===== src/rtl/datapath_pkg.sv =====
// Shared definitions for the accumulator machine: widths, opcodes and the A-input mux encoding.
// Used by both the control unit and the datapath.
package datapath_pkg;

   localparam int DATA_W    = 8;
   localparam int ADDR_W    = 5;
   localparam int MEM_DEPTH = 32;

   typedef enum logic [2:0] {
      OP_LOAD  = 3'b000,
      OP_STORE = 3'b001,
      OP_ADD   = 3'b010,
      OP_SUB   = 3'b011,
      OP_INPUT = 3'b100,
      OP_JZ    = 3'b101,
      OP_JPOS  = 3'b110,
      OP_HALT  = 3'b111
   } opcode_e;

   typedef enum logic [1:0] {
      ASEL_ALU   = 2'b00,
      ASEL_INPUT = 2'b01,
      ASEL_MEM   = 2'b10,
      ASEL_ZERO  = 2'b11
   } asel_e;

   // Modulo-256 add/subtract; carry and overflow are intentionally dropped.
   function automatic logic [DATA_W-1:0] alu_f(input logic [DATA_W-1:0] a,
                                               input logic [DATA_W-1:0] b,
                                               input logic              sub);
      return sub ? (a - b) : (a + b);
   endfunction

endpackage


===== src/rtl/datapath_ram32x8.sv =====
// 32x8 program/data memory: asynchronous read, synchronous write.
// Port A (program preload) has priority over port B (store from accumulator).
module ram32x8
   import datapath_pkg::*;
(
   input  logic              i_clk,
   input  logic              i_we_a,
   input  logic [ADDR_W-1:0] i_addr_a,
   input  logic [DATA_W-1:0] i_data_a,
   input  logic              i_we_b,
   input  logic [ADDR_W-1:0] i_addr_b,
   input  logic [DATA_W-1:0] i_data_b,
   input  logic [ADDR_W-1:0] i_raddr,
   output logic [DATA_W-1:0] o_rdata
);

   logic [DATA_W-1:0] r_mem [MEM_DEPTH];

   // No reset on the array so preloaded programs survive a reset.
   always_ff @(posedge i_clk) begin
      if (i_we_a) begin
         r_mem[i_addr_a] <= i_data_a;
      end else if (i_we_b) begin
         r_mem[i_addr_b] <= i_data_b;
      end
   end

   assign o_rdata = r_mem[i_raddr];

endmodule


===== src/rtl/datapath.sv =====
// Accumulator-machine datapath: IR, PC, accumulator, ALU, A-input mux and program memory.
// All sequencing decisions come from the external control unit.
module datapath
   import datapath_pkg::*;
(
   input  logic              Clock,
   input  logic              Reset,
   input  logic              IRload,
   input  logic              PCload,
   input  logic              JMPmux,
   input  logic              Meminst,
   input  logic              MemWr,
   input  logic              Aload,
   input  logic              Sub,
   input  logic [1:0]        Asel,
   input  logic              Halt,
   input  logic [DATA_W-1:0] Input,
   input  logic              LoadEn,
   input  logic [ADDR_W-1:0] LoadAddr,
   input  logic [DATA_W-1:0] LoadData,
   output logic [2:0]        IR,
   output logic              Aeq0,
   output logic              Apos,
   output logic [DATA_W-1:0] Output,
   output logic [ADDR_W-1:0] PC,
   output logic              Halted
);

   logic [DATA_W-1:0] r_ir;
   logic [ADDR_W-1:0] r_pc;
   logic [DATA_W-1:0] r_a;
   logic              r_halted;

   logic [ADDR_W-1:0] w_addr;
   logic [DATA_W-1:0] w_mem_data;
   logic [DATA_W-1:0] w_alu;
   logic [DATA_W-1:0] w_amux;
   logic              w_mem_we;

   assign w_addr   = Meminst ? r_ir[ADDR_W-1:0] : r_pc;
   assign w_alu    = alu_f(r_a, w_mem_data, Sub);
   assign w_mem_we = MemWr & ~Halt;

   always_comb begin
      w_amux = '0;
      case (asel_e'(Asel))
         ASEL_ALU:   w_amux = w_alu;
         ASEL_INPUT: w_amux = Input;
         ASEL_MEM:   w_amux = w_mem_data;
         ASEL_ZERO:  w_amux = '0;
         default:    w_amux = '0;
      endcase
   end

   ram32x8 u_ram (
      .i_clk    (Clock),
      .i_we_a   (LoadEn),
      .i_addr_a (LoadAddr),
      .i_data_a (LoadData),
      .i_we_b   (w_mem_we),
      .i_addr_b (w_addr),
      .i_data_b (r_a),
      .i_raddr  (w_addr),
      .o_rdata  (w_mem_data)
   );

   // Halt freezes architectural state; Halted is sticky until reset.
   always_ff @(posedge Clock or negedge Reset) begin
      if (!Reset) begin
         r_ir     <= '0;
         r_pc     <= '0;
         r_a      <= '0;
         r_halted <= 1'b0;
      end else if (Halt) begin
         r_halted <= 1'b1;
      end else begin
         if (IRload) r_ir <= w_mem_data;
         if (PCload) r_pc <= JMPmux ? r_ir[ADDR_W-1:0] : (r_pc + 5'd1);
         if (Aload)  r_a  <= w_amux;
      end
   end

   assign IR     = r_ir[DATA_W-1:DATA_W-3];
   assign Aeq0   = (r_a == '0);
   assign Apos   = ~r_a[DATA_W-1] & (r_a != '0);
   assign Output = r_a;
   assign PC     = r_pc;
   assign Halted = r_halted;

endmodule


===== config.mk =====
export PLATFORM = sky130hd
export DESIGN_NAME = datapath
export DESIGN_NICKNAME = d
export VERILOG_FILES = /design/src/rtl/datapath_pkg.sv /design/src/rtl/datapath_ram32x8.sv /design/src/rtl/datapath.sv
export SDC_FILE = /design/constraint.sdc
export NUM_CORES = 1
export LEC_CHECK = 0
export ABC_AREA = 1
export BUFFER_PORTS_ARGS = -buffer_cell sky130_fd_sc_hd__buf_2
export CORE_MARGIN = 3
export CORE_UTILIZATION = 40
export DETAILED_ROUTE_END_ITERATION = 8
export HOLD_SLACK_MARGIN = 0.06
export PLACE_DENSITY = 0.65
export SLEW_MARGIN = 30
export SYNTH_ARGS = -nofsm -noshare
export SYNTH_HDL_FRONTEND = slang
export SYNTH_SLANG_ARGS = --single-unit

===== constraint.sdc =====
create_clock -name Clock -period 3.6 [get_ports Clock]
set_input_delay 0 -clock Clock [delete_from_list [all_inputs] [get_ports Clock]]
set_output_delay 0 -clock Clock [all_outputs]
set_load 0.02 [all_outputs]

Word-level counts from Yosys, hierarchy flattened --
Memories as Yosys holds them, arrays and structs flattened. Index checks and enable logic that the tools add are counted.
Storage, ports and cells: bits in registers 22, bits in latches 0, memory bits (writable) 256, memory bits (read-only) 0, output and inout port bits 19, word-level logic and storage cells 34, memories kept 1
Memory list:
- u_ram.r_mem | depth 32, bits a word 8, rd ports 1, clocked after Yosys merged registers in 0, wr ports 1, RTL line datapath_ram32x8.sv:17 | logic [DATA_W-1:0] r_mem [MEM_DEPTH];
Cells by class: add/subtract/negate cells 3, multipliers 0, div/mod/pow operators 0, magnitude comparators 0, equal/unequal tests 3, shift operators 0, mux-type cells 12, bitwise operators 4, reduce and logical (&&, ||, !) cells 7
Operators with widths (number):
- $pmux W8 S4 | 1
- $mux W8 | 2
- $mux W5 | 3
- $add A8 B8 Y8 | 1
- $logic_not A8 Y1 | 1
- $reduce_bool A8 Y1 | 1
- $reduce_or A8 Y1 | 1
- $sub A8 B8 Y8 | 1
- $mux W1 | 6
- $reduce_and A2 Y1 | 3
- $add A5 B1 Y5 const B | 1
- $eq A2 B2 Y1 const B | 2
- $and A1 B1 Y1 | 2
- $eq A2 B1 Y1 const B | 1
- $logic_not A2 Y1 | 1
- $not A1 Y1 | 2

Longest topological paths before layout --
depth after elaboration 7, depth in mapped cells 27, gate-level depth less buffers 26

Cells and area by module --
From an unflattened synthesis, not the netlist that was laid out.
Unflattened totals: cell total of the unflattened synthesis 1186, area, all modules 12513.3 um^2
Modules (own cells, without submodules):
- ram32x8 | times used 1, cells each 945, area each 10820.4 um^2, sequential area each 7687.4 um^2
- datapath | times used 1, cells each 241, area each 1692.9 um^2, sequential area each 550.5 um^2

Least setup slack after synthesis --
No wires, ideal clock.
path type flip-flop to flip-flop, start point register r_pc[0] (netlist: PC[0]), end point register r_a[7] (netlist: Output[7]), library setup time 0.121 ns, arrival time 3.272 ns, data required time 3.479 ns, path slack 0.207 ns, cell stages (with the launch flop) 27, cell sequence dfrtp_1 nand2_2 nand2_2 buf_6 buf_4 nand2_1 nand2_1 nand2_1 nand3_1 nand3_1 nand3_1 nand2_2 ha_1 nand2_1 o31ai_2 xor2_1 ha_1 a21oi_1 o21ai_0 a21oi_1 xor2_1 nand3b_1 nand2_1 inv_1 nand3_1 nand3_1 a21oi_1
Between the ends: cells in the longest elaborated chain, start to end 5, elaborated cells between the ends (all ways) 6, those cells by class add/sub: 2; mux: 3; memory: 1
RTL lines:
- start, declared | RTL line datapath.sv:30 | logic [ADDR_W-1:0] r_pc;
- start signal, assigned | RTL line datapath.sv:78 | if (PCload) r_pc <= JMPmux ? r_ir[ADDR_W-1:0] : (r_pc + 5'd1);
- $mux W5 (*) | RTL line datapath.sv:40 | assign w_addr = Meminst ? r_ir[ADDR_W-1:0] : r_pc;
- $mem_v2 Z32 W8 (*)
- $add A8 B8 Y8 / $sub A8 B8 Y8 (equally long branches) | RTL line datapath_pkg.sv:31 | return sub ? (a - b) : (a + b);
- $mux W8 | RTL line datapath_pkg.sv:31
- $pmux W8 S4 (*) | RTL line datapath.sv:46 | case (asel_e'(Asel))
- end signal, assigned | RTL line datapath.sv:79 | if (Aload) r_a <= w_amux;
- end, declared | RTL line datapath.sv:31 | logic [DATA_W-1:0] r_a;
Mark *: on every way between the ends. The rest lies on a longest branch, timed or not. A chain may end at the register's enable or synchronous reset.

Worst setup path after layout --
Ends and elaborated chain as after synthesis.

==> results.txt <==
----------------------------------------------------
[Yosys]
  Mean Syn Cell Area ... 9.83 um^2
  Number of warning messages in the yosys log ... 0
  FFs w/ async S/R, synth ... 0.0791
  Dominant register cell in the synthesized netlist ... edfxtp_1
  Number of flops mapped to enable cells by yosys ... 256
  FF+latch count, synth ... 278
  Distinct cell type count of the synthesized netlist ... 36
  Synth area leader ... edfxtp_1
  Proportion of synthesized chip area in sequential cells ... 0.635
  Share of the synthesized area in the top cell type ... 0.593
  Netlist Area Pre-Place ... 13000 um^2
  Synthesized net count ... 1363
  Count of mapped cells out of synthesis ... 1319
  Top post-synthesis cells by area ... edfxtp_1 59%, nand2_1 11%, nand3_1 8.4%

[Timing]
  Final critical-path share of the clock period ... 0.995
  Max Transition Viols Final ... 0
  Worst slew margin ... 0.406
  Slew of the pin with the lowest slew margin ... 892 ps
  Final min period ... 3580 ps
  Hold WS ... 74.6 ps
  Setup repair after global routing missed its margin ... true
  Setup violators final ... 0
  Worst-case clock skew ... 12.5 ps
  Achievable clock frequency ... 279 MHz
  Count of endpoints failing hold in the final timing report ... 0

[Clock tree]
  Clock input transition at the sequential cells of the worst setup and hold paths ... 60 ps
  Worst skew pair latency ... 550 ps
  Maximum clock path buffer count ... 3
  Htree depth ... 1
  Buffer type at the clock tree root ... clkbuf_16
  CTS tree ... yes
  Clk sink count ... 278
  Number of buffers created by CTS ... 29

[Power and ir drop]
  Cell Int Power ... 7.45 mW
  Pwr Total ... 11.8 mW
  Part of the power in registers ... 0.325
  Leakage power of the design ... 6.94 nW
  Switching fraction of total power ... 0.371
  Share of power burned in the clock network ... 0.251
  Power Dens Cells ... 726 nW/um^2
  VDD IR max ... 0.373 mV
  Net switching power ... 4.39 mW
  Relative contribution of combinational cells to total power ... 0.425

[Critical path]
  Worst reg2reg path startpoint ... PC[0]
  Kind of end point of the critical path ... flip-flop
  Endpoint arrival time on the critical path ... 4020 ps
  Element type at the critical path start ... flip-flop
  Depth of the most critical reg-to-reg path ... 26
  Worst Path Max Fanout ... 7
  Reg-to-reg slack, setup ... 20 ps
  Start point of the critical path ... PC[0]
  Required time at the endpoint of the critical path ... 4040 ps
  Crit path kind ... flip-flop to flip-flop
  Destination of the worst register-to-register timing path ... Output[7]

[Detailed routing]
  1st-pass router iterations ... 5
  Via-per-instance ratio ... 5.29
  Post-Route WL ... 37.3 mm
  Post-detailed-route wirelength per cell ... 19.6 um
  DRC violation count after routing ... 0
  Count of antenna-violating nets left after detailed routing ... 0
  Iteration-0 DRC Markers ... 1107
  Via count ... 10036

[Global route]
  Maximum number of pins on one net before global-route repair ... 37
  Antenna violations before repair ... 0
  Overall track demand over capacity in global routing ... 0.194
  GRT overflow ... 0
  Number of global-route vias before repair ... 9287
  Wire length of the first global-routing pass ... 52.0 mm

[Finish]
  Nets@finish ... 1515
  Area of combinational cells with multiple inputs ... 4130 um^2
  Synthesis-to-finish area growth ... 25.8%
  Filler cell count in the final layout ... 2771
  Most common cell after layout, fill and taps aside ... nand2_1
  Most frequent cells in the layout ... 359 x nand2_1, 256 x edfxtp_1, 197 x inv_1, 176 x nand3_1, 56 x buf_4
  Proportion of layout cells with a drive suffix above 1 ... 0.203
  Reg area ... 8240 um^2

[Run status]
  Status ... finished clean

[Die]
  Die ar. ... 34600 um^2
  Core Rows ... 65
  Boundary pin count ... 53
  Chip width ... 186 um
  Initial standard-cell utilization of the core ... 0.409
  Die Span Y ... 186 um
  Floorplan core area ... 31700 um^2

[Placed design]
  DP Wirelength ... 21.5 mm
  Port-buffer cells ... 52
  Gp weighted congestion ... 0.906

[Hold path]
  HP Class ... input pin to asynchronous set/reset pin

[Flow run]
  Max-cap violations ... 0

----------------------------------------------------
power by group through the flow:
stage	registers, mW	logic [mW]	clock network [mW]
2_1_floorplan	3.94	2.38	0
3_3_place_gp	3.89	3.72	0
3_5_place_dp	3.90	3.74	0
4_1_cts	3.83	3.81	3.00
5_1_grt	3.86	5.41	3.13
6_report	3.85	5.03	2.97
cell type report:
| type | instances | share of cell area |
|---|---|---|
| multi-input cells | 784 | 0.253 |
| diodes | 2 | 0.000307 |
| flip-flops and latches | 278 | 0.505 |
| inverters | 205 | 0.0473 |
| clock inverters | 21 | 0.0122 |
| well taps | 402 | 0.0308 |
| clock buffers | 33 | 0.0454 |
| repair buffers | 173 | 0.106 |
critical path, cell delays in order, from the launching register on:
cell      delay (ps)
dfrtp_1          420
inv_2             90
nand2_8          140
nand2_8          130
buf_12           160
nor2_1           110
nor2_1            60
o21ai_1           80
nand3_1          110
nand3_2           90
nand3_2           70
nand2_2          110
ha_4             150
nand2_2           60
o21ai_1          160
xor2_1           190
ha_1             300
a21oi_1          200
o21ai_2           80
a21oi_2          120
xor2_1           180
nand3b_1         130
nand2_1           70
inv_1             50
nand3_1           70
nand3_1           70
a21oi_1           70
per-layer routing:
metal	wire length, um	track usage	vias to the layer above
met2	17400	0.313	531
met5	0	0	-
li1	-	-	4667
met1	15500	0.269	4763
met4	928	0.0596	0
met3	3430	0.0336	75
flip-flops by register name, summed over array words and instances (netlist names):
name / count
PC: 5
r_ir: 8
Halted: 1
Output: 8
u_ram.r_mem: 256
cells by family after synthesis:
group                    synth area share
buffers and inverters              0.0861
AO/OA/AOI/OAI                      0.0327
multiplexers                      0.00260
XOR/XNOR                          0.00608
flip-flops                          0.635
AND/OR/NAND/NOR                     0.227
adder cells (fa/ha/maj)            0.0102
worst max path at each step:
stage                     slack, ps   endpoint  cells past startpoint
after floorplan                 210  Output[7]                     26
after global placement           50  Output[7]                     24
after detailed placement         30  Output[7]                     25
after CTS                        20  Output[7]                     25
after global routing           -260  Output[7]                     26
final                            20  Output[7]                     26
repair_timing:
item                                   in CTS  in global routing
hold buffers                               28                  0
buffers inserted                            0                 16
setup endpoints to repair                   0                  6
endpoints found under the hold margin      40                  0
gates resized for setup                     0                124
synthesized netlist by cell type, drive strengths merged, types with 2 or more instances:
master,count
a22oi,4
nor3,2
inv,204
a31oi,3
nand3,217
clkbuf,5
a21oi,14
or2,2
buf,51
nor2,60
o21ai,38
ha,9
mux2,3
nand3b,12
edfxtp,256
o211ai,5
dfrtp,22
a41oi,4
nand2,393
xor2,9
per-stage QoR:
stage               cell area, um^2  setup slack [ps]  TNS, ps   util  cells
floorplan                     13000               207        0      -   1319
global placement              14000              54.9        0  0.442   1777
detailed placement            14000              35.0        0  0.442   1777
CTS                           15200              16.8        0  0.480   1859
global route                  16300              -262     -409  0.514   1896
finish                        16300              17.7        0  0.514   1898
No activity file was read; power rests on OpenSTA's default activity.
